### config.mk
export PLATFORM = sky130hd
export DESIGN_NAME = vc_rr_arbiter_flat
export DESIGN_NICKNAME = d
export VERILOG_FILES = /design/src/rtl/vc_rr_arbiter_if.sv /design/src/rtl/vc_rr_arbiter.sv /design/src/flat_wrapper.sv
export SDC_FILE = /design/constraint.sdc
export NUM_CORES = 1
export LEC_CHECK = 0
export CORE_MARGIN = 2
export CORE_UTILIZATION = 30
export DETAILED_ROUTE_END_ITERATION = 7
export PLACE_DENSITY = 0.47
export SKIP_LAST_GASP = 1
export SLEW_MARGIN = 15
export SYNTH_ARGS = -nofsm -noshare
export SYNTH_HDL_FRONTEND = slang
export SYNTH_SLANG_ARGS = --single-unit
export TNS_END_PERCENT = 10
### constraint.sdc
create_clock -name clk -period 3.7 [get_ports clk]
set_input_delay 0.555 -clock clk [delete_from_list [all_inputs] [get_ports clk]]
set_output_delay 0.555 -clock clk [all_outputs]
set_load 0.1 [all_outputs]
### src/rtl/vc_rr_arbiter_if.sv
// Request/grant bundle between virtual-channel requesters and the round-robin arbiter.
interface vc_rr_arbiter_if #(
  parameter int NUM_VC = 4,
  parameter int IDX_W  = 2
);
  logic [NUM_VC-1:0] req;
  logic [NUM_VC-1:0] tail;
  logic              fire;
  logic [NUM_VC-1:0] grant;
  logic              grant_valid;
  logic [IDX_W-1:0]  grant_idx;

  modport master (
    output req, tail, fire,
    input  grant, grant_valid, grant_idx
  );

  modport slave (
    input  req, tail, fire,
    output grant, grant_valid, grant_idx
  );
endinterface

### src/rtl/vc_rr_arbiter.sv
// Packet-locked round-robin arbiter: a VC owns the output from grant until its tail flit fires,
// and on release the next owner is chosen in the same cycle so packets go back to back.
module vc_rr_arbiter #(
  parameter int NUM_VC = 4,
  parameter int IDX_W  = 2
) (
  input  logic             clk,
  input  logic             rst_n,
  vc_rr_arbiter_if.slave   bus
);

  typedef enum logic {IDLE, LOCKED} state_e;

  localparam logic [NUM_VC-1:0] ONE = {{(NUM_VC-1){1'b0}}, 1'b1};

  state_e            state_q;
  logic [IDX_W-1:0]  ptr_q;
  logic [NUM_VC-1:0] grant_q;
  logic [IDX_W-1:0]  grant_idx_q;
  logic              grant_valid_q;

  // First set request at or after base, wrapping modulo NUM_VC; msb flags a winner.
  function automatic logic [IDX_W:0] pick(input logic [NUM_VC-1:0] r,
                                          input logic [IDX_W-1:0]  base);
    logic             found;
    logic [IDX_W-1:0] idx;
    logic [IDX_W-1:0] pos;
    found = 1'b0;
    idx   = '0;
    for (int k = 0; k < NUM_VC; k++) begin
      pos = IDX_W'((int'(base) + k) % NUM_VC);
      if (!found && r[pos]) begin
        found = 1'b1;
        idx   = pos;
      end
    end
    return {found, idx};
  endfunction

  logic [IDX_W:0]   idle_pick;
  logic [IDX_W:0]   rel_pick;
  logic [IDX_W-1:0] rel_ptr;
  logic             release_now;

  always_comb begin
    rel_ptr     = (grant_idx_q == IDX_W'(NUM_VC - 1)) ? '0 : grant_idx_q + 1'b1;
    release_now = bus.fire && bus.tail[grant_idx_q];
    idle_pick   = pick(bus.req, ptr_q);
    rel_pick    = pick(bus.req, rel_ptr);
  end

  // NOTE: every register here uses <= so all of them see the pre-edge values of each other;
  // reset covers only control state, and there is no storage array that would need it.
  always_ff @(posedge clk or negedge rst_n) begin
    if (!rst_n) begin
      state_q       <= IDLE;
      ptr_q         <= '0;
      grant_q       <= '0;
      grant_idx_q   <= '0;
      grant_valid_q <= 1'b0;
    end else begin
      case (state_q)
        IDLE: begin
          if (idle_pick[IDX_W]) begin
            state_q       <= LOCKED;
            grant_q       <= ONE << idle_pick[IDX_W-1:0];
            grant_idx_q   <= idle_pick[IDX_W-1:0];
            grant_valid_q <= 1'b1;
          end
        end
        LOCKED: begin
          if (release_now) begin
            ptr_q <= rel_ptr;
            if (rel_pick[IDX_W]) begin
              grant_q     <= ONE << rel_pick[IDX_W-1:0];
              grant_idx_q <= rel_pick[IDX_W-1:0];
            end else begin
              state_q       <= IDLE;
              grant_q       <= '0;
              grant_idx_q   <= '0;
              grant_valid_q <= 1'b0;
            end
          end
        end
        default: state_q <= IDLE;
      endcase
    end
  end

  assign bus.grant       = grant_q;
  assign bus.grant_idx   = grant_idx_q;
  assign bus.grant_valid = grant_valid_q;

endmodule

### src/flat_wrapper.sv
// flat-port wrapper written by rule: the top's interface ports become plain ports
module vc_rr_arbiter_flat 
#(
  parameter int NUM_VC = 4,
  parameter int IDX_W  = 2
)
  (clk, rst_n, bus_req, bus_tail, bus_fire, bus_grant, bus_grant_valid, bus_grant_idx);
  vc_rr_arbiter_if #(.NUM_VC(NUM_VC), .IDX_W(IDX_W)) bus_i ();
  input  logic clk;
  input  logic rst_n;
  input wire logic [$bits(bus_i.req)-1:0] bus_req;
  input wire logic [$bits(bus_i.tail)-1:0] bus_tail;
  input wire logic [$bits(bus_i.fire)-1:0] bus_fire;
  output wire logic [$bits(bus_i.grant)-1:0] bus_grant;
  output wire logic [$bits(bus_i.grant_valid)-1:0] bus_grant_valid;
  output wire logic [$bits(bus_i.grant_idx)-1:0] bus_grant_idx;
  assign bus_i.req = bus_req;
  assign bus_i.tail = bus_tail;
  assign bus_i.fire = bus_fire;
  assign bus_grant = bus_i.grant;
  assign bus_grant_valid = bus_i.grant_valid;
  assign bus_grant_idx = bus_i.grant_idx;
  vc_rr_arbiter #(.NUM_VC(NUM_VC), .IDX_W(IDX_W)) u_core (.clk(clk), .rst_n(rst_n), .bus(bus_i));
endmodule
=== After elaboration in Yosys (flattened, before gate mapping) ===
Cells that the tools add are included.
Widths: inputs -> output; s select.

* Output and inout port bits: 7
* Register bits: 10
* Bits of input ports: 11

* Equal/unequal tests: 4
* Shift-type cells: 2
* Reduce and logical (&&, ||, !) cells: 16
* Bitwise operators: 1
* $lt $le $gt $ge: 9
* Add/subtract/negate cells: 7
* Mux-type cells: 51

{| class="wikitable"
|+ Operators by type and width
! cell !! number
|-
| $lt 2x3->1 const B || 9
|-
| $mux 2 || 12
|-
| $mux 1 || 23
|-
| $bmux 1 s2 || 9
|-
| $mux 4 || 3
|-
| $add 2x2->2 const B || 4
|-
| $pmux 4 s2 || 1
|-
| $shl 1x2->4 const A || 2
|-
| $logic_and 1x1->1 || 7
|-
| $add 2x1->2 const B || 3
|-
| $logic_not 1->1 || 6
|-
| $ne 2x2->1 const B || 2
|-
| $pmux 1 s2 || 2
|-
| $pmux 2 s2 || 1
|-
| $reduce_and 2->1 || 2
|-
| $reduce_and 3->1 || 1
|-
| $eq 2x2->1 const B || 1
|-
| $ne 2x1->1 const B || 1
|-
| $not 1->1 || 1
|}

=== Longest topological paths before layout ===
Gate-level depths: netlist (run 1).

* Word-level depth: 18
* Mapped depth: 11

=== Least setup slack after synthesis (run 1) ===
No wires, ideal clock.

* Path type: reg2reg
* Start point: register u_core.grant_idx_q[0] (netlist: u_core.bus.grant_idx[0])
* End point: register u_core.grant_q[2] (netlist: u_core.bus.grant[2])
* Stages on the path, launching flop included: 10
* Required time: 3.605 ns
* Setup slack: 0.433 ns
* Data arrival time: 3.171 ns
* Cell sequence: dfrtp_1 buf_6 buf_2 inv_1 ha_1 buf_2 mux4_2 o41ai_1 a21oi_1 o31ai_1

* Word-level cells in the longest chain between the ends: 18

{| class="wikitable"
|+ RTL lines
! element !! RTL line !! source
|-
| start, declared || vc_rr_arbiter.sv:19 || <nowiki>logic [IDX_W-1:0] grant_idx_q;</nowiki>
|-
| start signal, assigned || vc_rr_arbiter.sv:67 || <nowiki>grant_idx_q <= idle_pick[IDX_W-1:0];</nowiki>
|-
| start signal, assigned || vc_rr_arbiter.sv:76 || <nowiki>grant_idx_q <= rel_pick[IDX_W-1:0];</nowiki>
|-
| $add 2x1->2 / $eq 2x2->1 (equally long branches) || vc_rr_arbiter.sv:46 || <nowiki>rel_ptr = (grant_idx_q == IDX_W'(NUM_VC - 1)) ? '0 : grant_idx_q + 1'b1;</nowiki>
|-
| $mux 2 * || vc_rr_arbiter.sv:46 ||
|-
| named net u_core.rel_ptr[1] || vc_rr_arbiter.sv:42 || <nowiki>logic [IDX_W-1:0] rel_ptr;</nowiki>
|-
| parallel branches: the longest is 13 deep, another holds $add 2x1->2 || - ||
|-
| $mux 4 * || vc_rr_arbiter.sv:74 || <nowiki>if (rel_pick[IDX_W]) begin</nowiki>
|-
| $mux 4 * || vc_rr_arbiter.sv:72 || <nowiki>if (release_now) begin</nowiki>
|-
| $pmux 4 s2 * || vc_rr_arbiter.sv:62 || <nowiki>case (state_q)</nowiki>
|-
| end signal, assigned || vc_rr_arbiter.sv:66 || <nowiki>grant_q <= ONE << idle_pick[IDX_W-1:0];</nowiki>
|-
| end signal, assigned || vc_rr_arbiter.sv:75 || <nowiki>grant_q <= ONE << rel_pick[IDX_W-1:0];</nowiki>
|-
| end, declared || vc_rr_arbiter.sv:18 || <nowiki>logic [NUM_VC-1:0] grant_q;</nowiki>
|}

Mark *: on every way through the listed nets, which the timed path passes. The select of a mux whose other input is x is not followed.
A chain may end at the register's enable or synchronous reset.

=== Worst setup path in the final report (run 1) ===
* Start point: register u_core.grant_idx_q[1] (netlist: u_core.bus.grant_idx[1])
* End point: register u_core.grant_q[2] (netlist: u_core.bus.grant[2])

The elaborated chain is that of the path after synthesis.

==> results of run 1 <==
==> flip-flops by register name, summed over array words and instances (netlist names) <==
signal and count:
u_core.bus.grant 4, u_core.bus.grant_idx 2, u_core.ptr_q 2, u_core.bus.grant_valid 1
u_core.state_q 1
==> synthesized netlist by cell type, types with 4 or more instances <==
cell type	instances	share of area, %
dfrtp_1	10	23
nand2_1	7	2.4
a21oi_1	10	4.5
nor2_1	8	2.7
o31ai_1	5	3.4
inv_1	4	1.4
mux2i_1	6	5.4
buf_2	6	2.7
o21ai_0	5	2.3
a22oi_1	5	3.4
nor2b_1	4	2.3
clkbuf_1	5	1.7
==> layout make-up <==
| cell class | instances | area share, % |
|---|---|---|
| Inverter | 4 | 1.11 |
| Clock buffer | 4 | 4.06 |
| Tap cell | 48 | 4.43 |
| Multi-Input combinational cell | 106 | 57.3 |
| Sequential cell | 10 | 18.5 |
| Timing Repair Buffer | 21 | 14.6 |
==> worst register-to-register path, cell delays in order (launching register included) <==
cell,delay (ns)
dfrtp_1,0.40
inv_1,0.12
ha_1,0.65
mux4_2,0.66
o41ai_1,0.49
a21oi_1,0.19
o31ai_1,0.24
==> cells by family after synthesis <==
group                      Yosys count  share of synthesized area (%)
muxes                               11                           12.6
and+or+nand+nor                     44                           23.0
AOI/OAI and AO/OA                   47                           30.6
DFF                                 10                           22.7
xor gates and xnor gates             1                          0.795
buffers and inverters               16                           6.81
adders and majority gates            3                           3.41
==> stage by stage <==
step | util (%) | instance area, um2
finish | 37.6 | 1360
global route | 37.6 | 1360
CTS | 37.6 | 1360
detailed placement | 36.1 | 1300
global placement | 36.1 | 1300
floorplan | - | 1100
==> routing by layer <==
layer,vias up,share of wire (%),global-route usage (%)
met5,-,0,0
met4,0,0,2.13
met3,0,3.7,3.99
met2,21,47,25.3
met1,552,49,22.6
li1,541,-,-
==> cells in the final DEF, fill, tap and decap left out, types with 3 or more instances in the layout <==
cell             netlist  routed
clkdlybuf4s50_1        0      16
a21oi_1               10      10
dfrtp_1               10      10
nor2_1                 8       8
nand2_1                7       7
mux2i_1                6       6
o21ai_0                5       5
a22oi_1                5       5
o31ai_1                5       5
buf_4                  0       5
inv_1                  4       4
nor2b_1                4       4
clkbuf_8               0       4
nor4_1                 3       3
nor3_1                 3       3
mux2_2                 3       3
or2_2                  3       3
nand4_1                3       3
ha_1                   3       3
==> worst paths after layout <==
check	from	endpoint	slack (ns)	depth (start not counted)
max in group asynchronous	rst_n	u_core.bus.grant[1]	2.74	1
setup reg to reg	u_core.bus.grant_idx[1]	u_core.bus.grant[2]	0.86	6
hold reg to reg	u_core.ptr_q[0]	u_core.ptr_q[0]	0.51	2
hold / removal	u_core.ptr_q[0]	u_core.ptr_q[0]	0.51	2
min in group asynchronous	rst_n	u_core.bus.grant_valid	0.64	1
setup / recovery	u_core.bus.grant_idx[1]	u_core.bus.grant[2]	0.86	6
==> impl_metrics.json, run 1 <==
{
  "status": "finished clean",
  "h-tree-depth": 1,
  "crit_fanout": 16,
  "yosysWarnings": 0,
  "hold_class": "reg -> reg",
  "cts_sinks": 10,
  "tightestPinTransition_ns": 0.992,
  "final_nets": 160,
  "hold-worst-slack_ns": 0.513,
  "layoutNonFillerInstCount": 193,
  "crit_path_end_kind": "register",
  "async_reset_ff_share_pct": 100,
  "setup_viol": 0,
  "ctsHoldBuffers": 0,
  "critPathKind": "reg -> reg",
  "min_period_ns": 2.84,
  "worst_path_largest_cell_delay_ns": 0.66,
  "wirelength_um": 3080,
  "synth.distinct_cells": 46,
  "postRouteAntennaNets": 0,
  "die_h_um": 64.6,
  "critPathBufInv": 1,
  "first_pass_iters": 4,
  "ys_ff_latch": 10,
  "drc": 0,
  "dpl.hpwl_um": 2370,
  "diodes": 0,
  "ctsLongestPathBuffers": 2,
  "ioPinCount": 18,
  "cts_tree": "yes",
  "area.sequential_um2": 250,
  "yosysSeqAreaShare_pct": 22.7,
  "fmax_ghz": 0.352,
  "synth_nets": 146,
  "rows": 22,
  "via_count": 1114,
  "vias_per_cell": 5.77,
  "post_drt_wl_per_cell_um": 16.0,
  "rsz0062_at_grt": "no",
  "grt_pass1_wl_um": 5240,
  "netlist_instances": 132,
  "start_kind": "register",
  "drive_gt1_share_pct": 13.1,
  "syn_area_per_cell_um2": 8.35,
  "required_ns": 3.85,
  "core_um2": 3610,
  "relSlewSlack_pct": 33.7,
  "finalHoldViolations": 0,
  "crit_family": "compound AO/OA/AOI/OAI gates",
  "place_ws_ns": 0.762,
  "clock_latency_ns": 0.24,
  "synth_flop_cell": "dfrtp_1",
  "cts_setup_buffers": 0,
  "fin_crit_sh_pct": 76.7,
  "arrival_ns": 2.98,
  "fillers": 370,
  "cts_buffers": 3,
  "maxCapViolations": 0,
  "io_buffers": 17,
  "cts_resized": 0,
  "grtUsageTotal_pct": 16.0,
  "finClkSkew_ns": 0.00269,
  "grt-ovfl-total": 0,
  "tns_ns": 0,
  "slew_violations": 0,
  "path_cells": "inv_1 > ha_1 > mux4_2 > o41ai_1 > a21oi_1 > o31ai_1",
  "critical_path.slowest_cell": "mux4_2",
  "multi_input_area_um2": 777,
  "dp.cells": 189,
  "clk_pin_slew_ns": 0.05,
  "clk_root_buffer_cell": "clkbuf_8",
  "grt_pass1_vias": 1047,
  "die_x_um": 64.6,
  "synth_area_um2": 1100,
  "dieArea_um2": 4180,
  "grt_start_max_net_pins": 30,
  "areaGrowthSynthToFinish_pct": 22.9,
  "synth_edf_count": 0,
  "gp_congestion": 0.794,
  "final.setup.worst_slack_ns": 0.862,
  "grt_antenna_before_repair": 0,
  "drt-initial-drc-count": 47,
  "initial_utilization_pct": 30.6
}
Power of run 1 is not shown: default switching activity piles up to over one toggle a cycle in this logic, so the estimate is an artifact.
==> run 2, diff against run 1 <==
==> constraint.sdc (replaced) <==
create_clock -name clk -period 2.9 [get_ports clk]
set_input_delay 0.435 -clock clk [delete_from_list [all_inputs] [get_ports clk]]
set_output_delay 0.435 -clock clk [all_outputs]
set_load 0.1 [all_outputs]
==> run 2 against run 1 <==
- non-clock buffer count rose by 5
- die area did not move
- final cell count rose by 2.1%
- count of clock-buffer cells in the layout fell by 1
- register-to-register slack got worse by 0.56 ns
- critical path depth rose by 1
- first-iteration DRC count rose by 36%
- clock skew fell by 0.00083 ns
- via count fell by 0.63%
- design area rose by 1.0%
- worst hold slack got worse by 0.0064 ns
- critical endpoint is now u_core.bus.grant[1]
- largest cell class unchanged
==> impl_metrics.json, run 2 (synthesis gave the netlist of run 1 again) <==
{
  "min_from": "u_core.ptr_q[0]",
  "relSlewSlack_pct": 43.8,
  "drt-initial-drc-count": 64,
  "crit_top_cell": "nand4_1",
  "arrival_ns": 2.74,
  "ioPinCount": 18,
  "fmax_ghz": 0.384,
  "ctsLongestPathBuffers": 2,
  "path_cells": "inv_1 > ha_1 > mux4_2 > or4_4 > nand4_1 > nand4_1 > o31ai_1",
  "critPathKind": "reg -> reg",
  "rsz0062_at_grt": "no",
  "final_cell_mix": "buf_4, a21oi_1, clkdlybuf4s50_1",
  "drive_gt1_share_pct": 20.8,
  "crit_path_end_kind": "register",
  "cts_buffers": 3,
  "via_count": 1107,
  "setup_viol": 0,
  "p_per_area_nw_per_um2": 1300,
  "place_ws_ns": 0.241,
  "core_um2": 3610,
  "final_nets": 165,
  "fillers": 373,
  "layout_commonest_cell": "buf_4",
  "io_buffers": 17,
  "slew_violations": 0,
  "crit_family": "simple AND/OR/NAND/NOR gates",
  "cts_tree": "yes",
  "h-tree-depth": 1,
  "power_leakage_nw": 0.551,
  "grt_pass1_wl_um": 5130,
  "clk_pin_slew_ns": 0.05,
  "power_mw": 1.78,
  "cts_resized": 0,
  "largest_reg_flops": 4,
  "tightestPinTransition_ns": 0.836,
  "first_pass_iters": 4,
  "tns_ns": 0,
  "vias_per_cell": 5.62,
  "grt_pass1_vias": 1021,
  "status": "finished clean",
  "placed_area_um2": 1330,
  "required_ns": 3.03,
  "rows": 22,
  "worst_path_largest_cell_delay_ns": 0.55,
  "fin_crit_sh_pct": 89.7,
  "start_kind": "register",
  "cp-startpoint": "u_core.bus.grant_idx[1]",
  "final.setup.worst_slack_ns": 0.297,
  "dp.cells": 194,
  "areaGrowthSynthToFinish_pct": 24.2,
  "diodes": 0,
  "postRouteAntennaNets": 0,
  "ctsHoldBuffers": 0,
  "rr_startpoint": "u_core.bus.grant_idx[1]",
  "finalHoldViolations": 0,
  "min_period_ns": 2.60,
  "gp_congestion": 0.842,
  "die_x_um": 64.6,
  "hold_class": "reg -> reg",
  "crit_fanout": 12,
  "initial_utilization_pct": 30.6,
  "grtUsageTotal_pct": 15.8,
  "critPathBufInv": 1,
  "cts_setup_buffers": 0,
  "ir_drop_v": 0.000553,
  "cts_sinks": 10,
  "die_h_um": 64.6,
  "clk_root_buffer_cell": "clkbuf_8",
  "post_drt_wl_per_cell_um": 15.9,
  "critical_path.slowest_cell": "ha_1",
  "maxCapViolations": 0,
  "layoutNonFillerInstCount": 197,
  "dpl.hpwl_um": 2430,
  "wirelength_um": 3120,
  "dieArea_um2": 4180,
  "finClkSkew_ns": 0.00186,
  "clock_latency_ns": 0.23,
  "hold-worst-slack_ns": 0.506,
  "post-route-util_pct": 38.0,
  "final_cell_area_um2": 1370,
  "grt_start_max_net_pins": 30,
  "grt_antenna_before_repair": 0,
  "grt-ovfl-total": 0,
  "drc": 0
}
## run 2: worst reg2reg max path, stage by stage (launching register included)
cell,delay (ns)
dfrtp_2,0.38
inv_1,0.09
ha_1,0.55
mux4_2,0.44
or4_4,0.45
nand4_1,0.11
nand4_1,0.20
o31ai_1,0.29
## run 2: metal layers
metal	share of wire, %	global-route usage (%)
met5	0	0
met4	0	0.798
met3	6.0	3.47
met2	46	25.1
met1	48	23.1
## run 2: final cells by class
| cell class | instances | area [um2] | area share (%) |
|---|---|---|---|
| clock buffers | 3 | 41.3 | 3.02 |
| inverters | 4 | 15.0 | 1.10 |
| multi-input cells | 106 | 777 | 56.8 |
| flip-flops and latches | 10 | 255 | 18.6 |
| well taps | 48 | 60.1 | 4.39 |
| repair buffers | 26 | 220 | 16.1 |
## run 2: final timing paths
path | endpoint | slack, ns | cells past startpoint
worst min register to register | u_core.ptr_q[0] | 0.51 | 2
max in group asynchronous | u_core.bus.grant_idx[0] | 2.02 | 1
min in group asynchronous | u_core.bus.grant[1] | 0.53 | 1
worst max register to register | u_core.bus.grant[1] | 0.30 | 7
worst min-delay path | u_core.ptr_q[0] | 0.51 | 2
worst max-delay path | u_core.bus.grant[1] | 0.30 | 7
## run 2: power by group
part / switching, mW / internal [mW] / leakage, nW
Combinational: 0.901 / 0.490 / 0.412
Sequential: 0.0449 / 0.204 / 0.117
Clock: 0.0479 / 0.0903 / 0.0216
Total: 0.994 / 0.784 / 0.551
(Power assumes the default switching activity.)
==> run 3, diff against run 2 <==
--- a/config.mk
+++ b/config.mk
@@ -5,6 +5,7 @@
 export SDC_FILE = /design/constraint.sdc
 export NUM_CORES = 1
 export LEC_CHECK = 0
+export CORE_ASPECT_RATIO = 1.25
 export CORE_MARGIN = 2
 export CORE_UTILIZATION = 30
 export DETAILED_ROUTE_END_ITERATION = 7
==> run 3 against run 2 <==
- first-iteration DRC count is 44% lower
- sequential power is 2% higher
- worst setup slack better by 0.097 ns
- clock skew is 0.0057 ns higher
- critical path type unchanged
==> impl_metrics.json, run 3 (synthesis gave the netlist of run 1 again) <==
{
  "status": "finished clean",
  "slew_violations": 0,
  "crit_path_end_kind": "register",
  "diodes": 0,
  "arrival_ns": 2.65,
  "drt-initial-drc-count": 36,
  "die_h_um": 71.8,
  "fmax_ghz": 0.399,
  "dieArea_um2": 4180,
  "largest_reg_flops": 4,
  "via_count": 1126,
  "place_ws_ns": 0.280,
  "finClkSkew_ns": 0.00759,
  "min_period_ns": 2.51,
  "grt_pass1_vias": 1153,
  "grt-ovfl-total": 0,
  "first_pass_iters": 5,
  "tns_ns": 0,
  "areaGrowthSynthToFinish_pct": 25.1,
  "start_kind": "register",
  "core_um2": 3510,
  "critical_path.slowest_cell": "a2111oi_0",
  "setup_viol": 0,
  "cts_setup_buffers": 0,
  "worst_path_largest_cell_delay_ns": 0.60,
  "maxCapViolations": 0,
  "post_drt_wl_per_cell_um": 16.8,
  "drive_gt1_share_pct": 21.9,
  "power_leakage_nw": 0.563,
  "layout_commonest_cell": "buf_4",
  "cts_sinks": 10,
  "crit_family": "compound AO/OA/AOI/OAI gates",
  "clk_root_buffer_cell": "clkbuf_8",
  "final_cell_mix": "buf_4, a21oi_1, clkdlybuf4s50_1",
  "tightestPinTransition_ns": 0.638,
  "rows": 24,
  "path_cells": "inv_1 > ha_1 > buf_4 > nor2b_1 > a2111oi_0 > o41ai_1 > a21o_1 > o31ai_1",
  "cts_buffers": 3,
  "clk_pin_slew_ns": 0.06,
  "ctsHoldBuffers": 0,
  "die_x_um": 58.2,
  "grt_start_max_net_pins": 30,
  "cts_tree": "yes",
  "grtUsageTotal_pct": 16.9,
  "postRouteAntennaNets": 0,
  "h-tree-depth": 1,
  "gp_congestion": 0.844,
  "p_per_area_nw_per_um2": 1330,
  "drc": 0,
  "dpl.hpwl_um": 2600,
  "grt_pass1_wl_um": 5510,
  "relSlewSlack_pct": 56.4,
  "ctsLongestPathBuffers": 2,
  "wirelength_um": 3200,
  "finalHoldViolations": 0,
  "rsz0062_at_grt": "no",
  "critPathBufInv": 2,
  "grt_antenna_before_repair": 0,
  "cts_resized": 0,
  "final_nets": 166,
  "initial_utilization_pct": 31.4,
  "fillers": 367,
  "io_buffers": 17,
  "required_ns": 3.04,
  "clock_latency_ns": 0.24,
  "ioPinCount": 18,
  "ir_drop_v": 0.000816,
  "vias_per_cell": 5.93,
  "fin_crit_sh_pct": 86.4,
  "crit_fanout": 8,
  "critPathKind": "reg -> reg",
  "r2r_slack_ns": 0.39,
  "hold_class": "reg -> reg",
  "final.setup.worst_slack_ns": 0.395
}
## run 3: worst paths after layout
| path | from | to | cells past startpoint |
|---|---|---|---|
| worst max register to register | u_core.bus.grant_idx[1] | u_core.bus.grant[0] | 8 |
| worst min-delay path | u_core.bus.grant[0] | u_core.bus.grant[0] | 2 |
| max in group asynchronous | rst_n | u_core.bus.grant_idx[0] | 1 |
| worst min register to register | u_core.bus.grant[0] | u_core.bus.grant[0] | 2 |
| worst max-delay path | u_core.bus.grant_idx[1] | u_core.bus.grant[0] | 8 |
| min in group asynchronous | rst_n | u_core.ptr_q[0] | 1 |
## run 3: layout make-up
cell class | instances | area, um2 | area share (%)
clock buffers | 4 | 55.1 | 3.99
inverters | 4 | 15.0 | 1.09
multi-input cells | 106 | 777 | 56.4
flip-flops and latches | 10 | 255 | 18.5
well taps | 39 | 48.8 | 3.54
repair buffers | 27 | 228 | 16.5
## run 3: stage by stage
| stage | instances | hold WS [ns] | power [mW] | util, % | cell area, um2 |
|---|---|---|---|---|---|
| 2_1_floorplan | 132 | 0.139 | 1.34 | - | 1110 |
| 3_3_place_gp | 186 | 0.492 | 1.65 | 37.7 | 1320 |
| 3_5_place_dp | 186 | 0.488 | 1.66 | 37.7 | 1320 |
| 4_1_cts | 190 | 0.504 | 1.85 | 39.2 | 1380 |
| 5_1_grt | 190 | 0.524 | 1.97 | 39.2 | 1380 |
| 6_report | 190 | 0.510 | 1.84 | 39.2 | 1380 |
## run 3: report_power, final
| part | leakage, nW | switching (mW) | internal, mW |
|---|---|---|---|
| logic | 0.417 | 0.911 | 0.496 |
| clock network | 0.0288 | 0.0599 | 0.120 |
| registers | 0.117 | 0.0500 | 0.204 |
| total | 0.563 | 1.02 | 0.819 |
## run 3: metal layers
metal  global-route usage, %  part of all wire, %  vias up
met2                    29.5                   51       34
li1                        -                    -      552
met5                       0                    0        -
met3                    2.71                  3.6        4
met4                    5.17                  1.8        0
met1                    21.0                   44      536
## run 3: tightest hold or removal path: cells and delay by family, from the launching register on
kind / cells / cell delay, ns
AO/OA/AOI/OAI: 2 / 0.12
flip-flops: 1 / 0.35
